### config.mk
export PLATFORM = sky130hd
export DESIGN_NAME = ladybird_bus_arbiter
export DESIGN_NICKNAME = d
export VERILOG_FILES = /design/src/rtl/ladybird_config.sv /design/src/rtl/ladybird_rr_pick.sv /design/src/rtl/ladybird_bus_arbiter.sv
export SDC_FILE = /design/constraint.sdc
export NUM_CORES = 1
export LEC_CHECK = 0
export ABC_CLOCK_PERIOD_IN_PS = 3370
export CORE_AREA = 5 5 118 120
export DETAILED_ROUTE_END_ITERATION = 16
export DIE_AREA = 0 0 123 125
export PLACE_DENSITY_LB_ADDON = 0.25
export SLEW_MARGIN = 10
export SYNTH_ARGS = -nofsm -noshare
export SYNTH_HDL_FRONTEND = slang
export SYNTH_SLANG_ARGS = --single-unit
### constraint.sdc
create_clock -name i_clk -period 3.37 [get_ports i_clk]
set_clock_uncertainty 0.2 [all_clocks]
set_input_delay 0.337 -clock i_clk [delete_from_list [all_inputs] [get_ports i_clk]]
set_output_delay 0.337 -clock i_clk [all_outputs]
set_load 0.01 [all_outputs]
### src/rtl/ladybird_config.sv
// rtl/ladybird_config.sv - shared bus width and arbiter state encoding
package ladybird_config;

  localparam int XLEN = 32;

  typedef enum logic [1:0] {
    IDLE      = 2'd0,
    ISSUE     = 2'd1,
    WAIT_DATA = 2'd2
  } arb_state_t;

endpackage

### src/rtl/ladybird_rr_pick.sv
// rtl/ladybird_rr_pick.sv - combinational 2-way round-robin chooser
module ladybird_rr_pick (
  input  logic [1:0] i_req,
  input  logic       i_last,
  output logic       o_grant_idx,
  output logic       o_valid
);

  // On a tie the requester that was not served last wins.
  always_comb begin
    o_valid = |i_req;
    if (&i_req) begin
      o_grant_idx = ~i_last;
    end else begin
      o_grant_idx = i_req[1];
    end
  end

endmodule

### src/rtl/ladybird_bus_arbiter.sv
// rtl/ladybird_bus_arbiter.sv - D-bus/I-bus arbiter for one shared peripheral port with response watchdog
module ladybird_bus_arbiter
  import ladybird_config::*;
#(
  parameter int XLEN    = ladybird_config::XLEN,
  parameter int TIMEOUT = 1024
) (
  input  logic                   i_clk,
  input  logic                   i_arst,
  input  logic [1:0]             i_m_req,
  input  logic [1:0][XLEN-1:0]   i_m_addr,
  input  logic [1:0][XLEN/8-1:0] i_m_wstrb,
  input  logic [1:0][XLEN-1:0]   i_m_wdata,
  output logic [1:0]             o_m_gnt,
  output logic [1:0]             o_m_data_gnt,
  output logic [1:0][XLEN-1:0]   o_m_rdata,
  output logic [1:0]             o_m_err,
  output logic                   o_p_req,
  output logic [XLEN-1:0]        o_p_addr,
  output logic [XLEN/8-1:0]      o_p_wstrb,
  output logic [XLEN-1:0]        o_p_wdata,
  input  logic                   i_p_gnt,
  input  logic                   i_p_data_gnt,
  input  logic [XLEN-1:0]        i_p_rdata
);

  localparam int TW = $clog2(TIMEOUT + 1);
  localparam logic [TW-1:0] TMO_LAST = TW'(TIMEOUT - 1);

  arb_state_t    r_state;
  arb_state_t    w_state_nxt;
  logic          r_owner;
  logic          w_owner_nxt;
  logic          r_last;
  logic          w_last_nxt;
  logic [TW-1:0] r_tmo_cnt;
  logic [TW-1:0] w_tmo_cnt_nxt;
  logic          w_pick_idx;
  logic          w_pick_valid;

  ladybird_rr_pick u_pick (
    .i_req       (i_m_req),
    .i_last      (r_last),
    .o_grant_idx (w_pick_idx),
    .o_valid     (w_pick_valid)
  );

  always_ff @(posedge i_clk or posedge i_arst) begin
    if (i_arst) begin
      r_state   <= IDLE;
      r_owner   <= 1'b0;
      r_last    <= 1'b1;
      r_tmo_cnt <= '0;
    end else begin
      r_state   <= w_state_nxt;
      r_owner   <= w_owner_nxt;
      r_last    <= w_last_nxt;
      r_tmo_cnt <= w_tmo_cnt_nxt;
    end
  end

  always_comb begin
    w_state_nxt   = r_state;
    w_owner_nxt   = r_owner;
    w_last_nxt    = r_last;
    w_tmo_cnt_nxt = r_tmo_cnt;
    o_m_gnt       = '0;
    o_m_data_gnt  = '0;
    o_m_rdata     = '0;
    o_m_err       = '0;
    o_p_req       = 1'b0;
    o_p_addr      = '0;
    o_p_wstrb     = '0;
    o_p_wdata     = '0;

    unique case (r_state)
      IDLE: begin
        if (w_pick_valid) begin
          w_owner_nxt = w_pick_idx;
          w_state_nxt = ISSUE;
        end
      end

      ISSUE: begin
        o_p_req          = 1'b1;
        o_p_addr         = i_m_addr[r_owner];
        o_p_wstrb        = i_m_wstrb[r_owner];
        o_p_wdata        = i_m_wdata[r_owner];
        o_m_gnt[r_owner] = i_p_gnt;
        if (i_p_gnt) begin
          // A zero-latency peripheral completes the whole transaction here.
          if (i_p_data_gnt) begin
            o_m_data_gnt[r_owner] = 1'b1;
            o_m_rdata[r_owner]    = i_p_rdata;
            w_last_nxt            = r_owner;
            w_state_nxt           = IDLE;
          end else begin
            w_tmo_cnt_nxt = '0;
            w_state_nxt   = WAIT_DATA;
          end
        end
      end

      WAIT_DATA: begin
        w_tmo_cnt_nxt = r_tmo_cnt + 1'b1;
        if (i_p_data_gnt) begin
          o_m_data_gnt[r_owner] = 1'b1;
          o_m_rdata[r_owner]    = i_p_rdata;
          w_last_nxt            = r_owner;
          w_state_nxt           = IDLE;
        end else if (r_tmo_cnt == TMO_LAST) begin
          o_m_data_gnt[r_owner] = 1'b1;
          o_m_err[r_owner]      = 1'b1;
          w_last_nxt            = r_owner;
          w_state_nxt           = IDLE;
        end
      end

      default: begin
        w_state_nxt = IDLE;
      end
    endcase
  end

  a_req_held_in_issue: assert property (
    @(posedge i_clk) disable iff (i_arst) (r_state == ISSUE) |-> i_m_req[r_owner]
  );

  // Stray or late data grants while idle are dropped; this only records that it happened.
  c_stray_data_gnt: cover property (
    @(posedge i_clk) disable iff (i_arst) (r_state == IDLE) && i_p_data_gnt
  );

endmodule

== Word-level counts from Yosys, hierarchy flattened ==
Index checks and enable logic that the tools add are counted.
W data, S select, Z words.
Storage, ports and cells
  register bits: 15
  latch bits: 0
  RAM bits: 0
  ROM bits: 0
  bits of input ports: 174
  output and inout port bits: 139
  logic and storage cells: 67
  memories kept: 0
Operators by class
  add/subtract/negate cells: 1
  multipliers: 0
  div/mod/pow operators: 0
  $lt $le $gt $ge: 2
  equal/unequal tests: 8
  shift operators: 0
  muxes and demuxes: 40
  bitwise gates (word level): 3
  reduce and logical (&&, ||, !) cells: 9
Operators by type and width (count)
  $mux W32: 7
  $mux W64: 2
  $pmux W64 S2: 1
  $and A64 B64 Y64: 1
  $demux W32 S1: 1
  $mux W2: 12
  $mux W11: 2
  $pmux W11 S2: 1
  $mux W4: 3
  $add A11 B1 Y11 const B: 1
  $eq A11 B10 Y1 const B: 1
  $mux W1: 7
  $ne A2 B2 Y1 const B: 3
  $pmux W2 S3: 1
  $reduce_and A3 Y1: 2
  $pmux W2 S2: 1
  $reduce_and A2 Y1: 2
  $reduce_and A4 Y1: 1
  $ne A3 B3 Y1 const B: 1
  $and A2 B2 Y2: 1
  $eq A2 B1 Y1 const B: 1
  $eq A2 B2 Y1 const B: 1
  $logic_not A2 Y1: 1
  $lt A1 B2 Y1 const B: 1
  8 further kinds: 8

== Logic depth before layout (Yosys ltp) ==
Gate-level depths: netlist of the first run.
  depth after elaboration: 8
  depth in mapped cells: 8
  mapped depth without buffers: 6

== Hierarchy ==
From an unflattened synthesis of the first run, not the netlist that was laid out.
Second synthesis, totals
  cell total of the unflattened synthesis: 366
  area, all modules: 2601.2 um2
By module, submodules not included
  ladybird_bus_arbiter: times used 1, cells each 364, area each 2587.5 um2, sequential area each 376.6 um2
  ladybird_rr_pick: times used 1, cells each 2, area each 13.8 um2, sequential area each 0.0 um2

== Least setup slack after synthesis of the first run ==
No wires, ideal clock.
  path type: register -> output
  start point: reg r_state[1]
  end point: out o_m_rdata[0] (netlist bit)
  arrival: 1.762 ns
  required time: 2.833 ns
  path slack: 1.071 ns
  cell stages (with the launch flop): 9
  buffers on the path: 3
  cell sequence: dfrtp_1 -> inv_1 -> ha_1 -> buf_2 -> a21oi_1 -> or3_1 -> clkbuf_1 -> clkbuf_1 -> nor2_1
RTL lines
  start, declared: RTL line ladybird_bus_arbiter.sv:30  | arb_state_t r_state;
  start signal, assigned: RTL line ladybird_bus_arbiter.sv:55  | r_state <= w_state_nxt;
  end, declared: RTL line ladybird_bus_arbiter.sv:16  | output logic [1:0][XLEN-1:0] o_m_rdata,

== Worst setup path after layout of the first run ==
  start point: reg r_tmo_cnt[0]
  end point: out o_m_data_gnt[0]
Between the ends
  cells in the longest elaborated chain, start to end: 4
Ends and longest elaborated chain
  start, declared: RTL line ladybird_bus_arbiter.sv:36  | logic [TW-1:0] r_tmo_cnt;
  start signal, assigned: RTL line ladybird_bus_arbiter.sv:58  | r_tmo_cnt <= w_tmo_cnt_nxt;
  $eq A11 B10 Y1: RTL line ladybird_bus_arbiter.sv:111  | end else if (r_tmo_cnt == TMO_LAST) begin
  $mux W2: RTL line ladybird_bus_arbiter.sv:111
  $mux W2: RTL line ladybird_bus_arbiter.sv:106  | if (i_p_data_gnt) begin
  $pmux W2 S2: RTL line ladybird_bus_arbiter.sv:76  | unique case (r_state)
  end, declared: RTL line ladybird_bus_arbiter.sv:15  | output logic [1:0] o_m_data_gnt,
Every way passes these cells.

==> flow_summary.toml, run 1 <==
[outcome]
status = "finished clean"

[layout]
regArea_um2 = 380
layout_common_cells = "312 x clkdlybuf4s50_1, 84 x nor2_1, 72 x nor2b_1"
diodes = 0
final_layout_size_suffix_gt1_frac = 0.0305
final_cells = 831
area_growth_pct = 132
fillers = 1278
layout_commonest_cell = "clkdlybuf4s50_1"
fin_nets = 834
multiInputGateArea_um2 = 2010

[sta]
fin_setup_tns_ns = 0
maxSlewViolCount = 0
max_freq_mhz = 329
tightest_slew_ns = 0.593
finalHoldViolations = 0
period_share = 0.903
slew_headroom = 0.603
rsz0062_at_grt = "no"
setup_violations = 0
layout_min_cycle_time_ns = 3.04

[placed_design]
io_buffers = 312
dp.cells = 827
gp_congestion = 0.860
hpwl_um = 12800

[yosys]
synth_area_per_cell_um2 = 7.00
synth-compound-area-share = 0.0659
synthTopCellsByArea = "mux2i_1 27%, nor2b_1 18%, dfrtp_1 14%, nor2_1 12%, nand2_1 5.9%"
synth_xor_area_frac = 0.0310
synth_fa_ha_area_frac = 0.0197
seq_area_frac_synth = 0.148
synthesis.area_um2 = 2540
syn_inst = 363
synthMuxAreaShare = 0.278
yosys.area_share.simple = 0.396
syn_nets = 541
synth_top_family_by_area = "simple AND/OR/NAND/NOR gates"
ys_seq_elements = 15
synth_top_area_frac = 0.268
ys.warnings.count = 0
ys_types = 30
yosysTopAreaCell = "mux2i_1"

[clocking]
cts.reportedPaths.clkPinSlew_ns = 0.05
cts-buffers-inserted = 3
clk_latency_ns = 0.24
cts_tree = "yes"
cts.sinks = 15
post-cts-setup-buffer-count = 0
cts-root-buf = "clkbuf_16"
hold_buffers = 0
clockBufferDepth = 2
h-tree-depth = 1
post_cts_resized = 0

[pwr]
power_w = 0.00349
power_frac_seq = 0.097
power_frac_comb = 0.838
switching_share = 0.442
leakage_nw = 2.34
clkPwrFrac = 0.065
peakVddDrop_uv = 484
p_per_area_nw_per_um2 = 592
p_int_w = 0.00195
p_sw_w = 0.00154

[floorplanning]
fp-row-count = 42
die_x_um = 123
coreArea_um2 = 12900
start_util = 0.197
floorplan.die_area_um2 = 15400
dieHeight_um = 125
io_pins = 313

[global_route]
antenna_found_initial = 0
grt_use_total = 0.179
use_met1 = 0.178
grt_pass1_wl_um = 21600
use_met3 = 0.0443
grt_pass1_vias = 3781
grt.overflow.total = 0
grt_most_used_layer = "met2"
grt_util_met2 = 0.364
grt_max_degree = 74

[routing]
post_drt_wl_per_cell_um = 17.7
postRouteWirelength_um = 14700
vias = 3544
ant_nets = 0
dr.pass1.iters = 4
vias_per_cell = 4.26
route.detailed.drc = 0
drtIter0Drc = 60

[min_path]
min_path_type = "primary input to asynchronous set/reset pin"

[worst_setup_path]
crit_path_end_kind = "primary output"
worstSetupPathType = "flip-flop to primary output"
critPathMaxFanout = 6
crit_arrival_ns = 2.51
cp.required_ns = 2.83
worstSetupStartpointType = "flip-flop"

[run]
cap_viol_max_count = 0
==> worst max-delay path, stage by stage (launching register included) <==
cell and delay [ns]:
dfrtp_1 0.40, ha_1 0.21, nand3_2 0.18, nor4_1 0.45
o221ai_1 0.25, nor2_1 0.15, clkdlybuf4s50_1 0.62
==> power by group through the flow <==
stage	Clock (W)	Combinational (W)	Sequential [W]
2_1_floorplan	0	0.00162	0.000263
3_3_place_gp	0	0.00295	0.000338
3_5_place_dp	0	0.00295	0.000341
4_1_cts	0.000231	0.00296	0.000339
5_1_grt	0.000240	0.00315	0.000348
6_report	0.000228	0.00293	0.000337
==> cells by family after synthesis <==
logic type | Yosys count
simple gates | 208
mux | 70
buf+inv | 38
compound gates | 19
flops | 15
xor+xnor | 9
fa+ha+maj | 4
==> cells in the mapped netlist <==
| master | count |
|---|---|
| nand3_1 | 4 |
| o221ai_1 | 1 |
| clkbuf_1 | 20 |
| nand4_4 | 1 |
| nand3_2 | 1 |
| a211oi_1 | 4 |
| dfstp_2 | 1 |
| mux2i_1 | 68 |
| dfrtp_1 | 14 |
| nor4_1 | 1 |
| nand2_1 | 40 |
| o41ai_4 | 1 |
| inv_1 | 7 |
| nor2b_1 | 72 |
| buf_2 | 11 |
| or3_1 | 2 |
| a21boi_1 | 1 |
| mux2_1 | 1 |
| o21ai_2 | 1 |
| nor2_1 | 84 |
| ha_1 | 4 |
| a21oi_1 | 7 |
| mux2_4 | 1 |
| nand2b_1 | 1 |
| a2111oi_2 | 2 |
| a41o_1 | 1 |
| xnor2_1 | 9 |
| nand3b_1 | 1 |
| a32o_1 | 1 |
| nand4_1 | 1 |
==> final timing paths <==
kind                              start               to  slack (ns)  cells past startpoint
setup reg to reg             r_state[1]    r_tmo_cnt[10]        0.59                      6
hold reg to reg            r_tmo_cnt[9]     r_tmo_cnt[9]        0.35                      2
setup / recovery           r_tmo_cnt[0]  o_m_data_gnt[0]        0.33                      6
min in group i_clk         r_tmo_cnt[9]     r_tmo_cnt[9]        0.35                      2
max in group asynchronous        i_arst          r_owner        2.27                      2
hold / removal                   i_arst     r_tmo_cnt[1]        0.26                      2
==> cell type report <==
type / instances / area share
repair buffers: 319 / 0.539
multi-input cells: 310 / 0.341
inverters: 7 / 0.00446
flip-flops and latches: 15 / 0.0645
well taps: 176 / 0.0374
clock buffers: 4 / 0.0134
==> metal layers <==
| layer | vias to the layer above | wire [um] | part of all wire |
|---|---|---|---|
| li1 | 1768 | - | - |
| met1 | 1589 | 5000 | 0.34 |
| met2 | 173 | 8140 | 0.55 |
| met3 | 14 | 1340 | 0.091 |
| met4 | 0 | 221 | 0.015 |
| met5 | - | 0 | 0 |
==> stage by stage <==
| stage | util | hold WS [ns] | worst slack (ns) | cell area, um2 |
|---|---|---|---|---|
| finish | 0.458 | 0.260 | 0.328 | 5890 |
| global route | 0.458 | 0.340 | 0.176 | 5890 |
| CTS | 0.458 | 0.285 | 0.275 | 5890 |
| detailed placement | 0.452 | 0.340 | 0.493 | 5810 |
| global placement | 0.452 | 0.326 | 0.497 | 5810 |
| floorplan | - | 0.0378 | 1.07 | 2540 |
==> flip-flops by register name, indices dropped and copies added (netlist names) <==
signal,flops
r_tmo_cnt,11
r_state,2
r_last,1
r_owner,1
No activity file was read; power rests on OpenSTA's default activity.
==> inputs of run 2 (changes only) <==
ABC_CLOCK_PERIOD_IN_PS = 3200   (was 3370)
CORE_AREA = 5 5 119 121   (was 5 5 118 120)
DIE_AREA = 0 0 124 126   (was 0 0 123 125)
clock period = 3.2 ns   (was 3.37 ns; I/O delays follow)
==> run 2 against run 1 <==
Register-to-register slack gained 0.30 ns; design area up 0.13%; critical endpoint is now o_m_rdata[60]; worst hold slack worse by 0.017 ns; combinational power is 6% higher; critical path type unchanged; cell count shrank 0.24%; count of clock-buffer cells in the layout unchanged; wire length decreased by 1.4%; core utilization shrank 0.31 points.
==> flow_summary.toml, run 2 (synthesis results as in run 1) <==
[sta]
max_freq_mhz = 332
setup_violations = 0
slew_headroom = 0.576
period_share = 0.943
finalHoldViolations = 0
rsz0062_at_grt = "no"
tightest_slew_ns = 0.634
layout_min_cycle_time_ns = 3.02
fin_setup_tns_ns = 0
maxSlewViolCount = 0

[layout]
diodes = 0
top_register = "r_tmo_cnt"
layout_commonest_cell = "clkdlybuf4s50_1"
fillers = 1281
reg_top3 = "r_tmo_cnt (11), r_state (2)"
layout_common_cells = "312 x clkdlybuf4s50_1, 84 x nor2_1, 72 x nor2b_1"
area_growth_pct = 132
final_layout_size_suffix_gt1_frac = 0.0276
post-route-util = 0.455
largest_register_ffs = 11
fin_nets = 832
post-route-cell-area_um2 = 5900

[worst_setup_path]
r2r_start = "r_state[1]"
crit_path_end_kind = "primary output"
r2r_cells = 5
worstSetupStartpointType = "flip-flop"
rrSetupSlack_ns = 0.89
critPathMaxFanout = 32
worstSetupPathType = "flip-flop to primary output"
cp.required_ns = 2.68
worstReg2RegEnd = "r_tmo_cnt[4]"
crit_arrival_ns = 2.50

[pwr]
p_per_area_nw_per_um2 = 626
peakVddDrop_uv = 372
power_w = 0.00370
leakage_nw = 2.34

[routing]
post_drt_wl_per_cell_um = 17.5
ant_nets = 0
postRouteWirelength_um = 14500
drtIter0Drc = 118
route.detailed.drc = 0
vias = 3557
dr.pass1.iters = 4
vias_per_cell = 4.29

[placed_design]
gp_congestion = 0.897
hpwl_um = 12300
post_dp_cell_area_um2 = 5810
io_buffers = 312

[floorplanning]
start_util = 0.196
io_pins = 313
die_x_um = 124
dieHeight_um = 126
fp-row-count = 42
floorplan.die_area_um2 = 15600
coreArea_um2 = 13000

[outcome]
status = "finished clean"

[clocking]
cts_tree = "yes"
clockBufferDepth = 2
cts-buffers-inserted = 3
h-tree-depth = 1
cts.sinks = 15
clk_latency_ns = 0.24
cts-root-buf = "clkbuf_16"
cts.reportedPaths.clkPinSlew_ns = 0.05

[min_path]
min_path_type = "primary input to asynchronous set/reset pin"

[global_route]
grt_pass1_vias = 3968
grt_use_total = 0.172
grt_pass1_wl_um = 21300
grt.overflow.total = 0
antenna_found_initial = 0
grt_max_degree = 62

[run]
cap_viol_max_count = 0
[run 2: stage by stage]
step	setup WS, ns	hold slack (ns)	std cells
CTS	0.0805	0.274	829
global route	0.0501	0.328	829
global placement	0.326	0.331	825
detailed placement	0.323	0.339	825
finish	0.184	0.243	829
floorplan	0.918	0.0208	363
[run 2: timing repair]
action / in CTS / in global routing
gates resized for setup: 0 / 1
setup endpoints to repair: 0 / 4
hold endpoints to repair: 0 / 0
hold buffers: 0 / 0
buffers inserted: 0 / 0
[run 2: worst max-delay path by stage]
stage                 startpoint         endpoint  slack (ns)  cells past startpoint
finish                r_state[0]    o_m_rdata[60]        0.18                      7
global route        r_tmo_cnt[0]  o_m_data_gnt[0]        0.05                      6
CTS                   r_state[1]    o_m_rdata[50]        0.08                      7
detailed placement  i_p_data_gnt    o_m_rdata[50]        0.32                      6
global placement    i_p_data_gnt    o_m_rdata[50]        0.33                      6
floorplan             r_state[1]     o_m_rdata[0]        0.92                      8
[run 2: worst max-delay path, stage by stage (launching register included)]
cell,delay [ns]
dfrtp_1,0.42
inv_1,0.10
ha_1,0.29
a21oi_1,0.09
or3_1,0.31
buf_4,0.24
nor2_1,0.22
clkdlybuf4s50_1,0.57
[run 2: final cells by class]
class	count	area (um2)	area share
timing repair buffer	317	3170	0.538
clock buffer	4	78.8	0.0134
inverter	7	26.3	0.00445
multi-input combinational	310	2020	0.343
tap	176	220	0.0373
sequential	15	380	0.0645
[run 2: where the power goes]
part / internal, W / switching (W)
Combinational: 0.00165 / 0.00147
Clock: 0.000169 / 0.0000739
Sequential: 0.000246 / 0.0000909
[run 2: routing by layer]
| metal | vias to the layer above | share of wire | track usage |
|---|---|---|---|
| met1 | 1577 | 0.34 | 0.171 |
| met5 | - | 0 | 0 |
| met2 | 198 | 0.53 | 0.335 |
| met4 | 0 | 0.029 | 0.0554 |
| li1 | 1758 | - | - |
| met3 | 24 | 0.10 | 0.0475 |
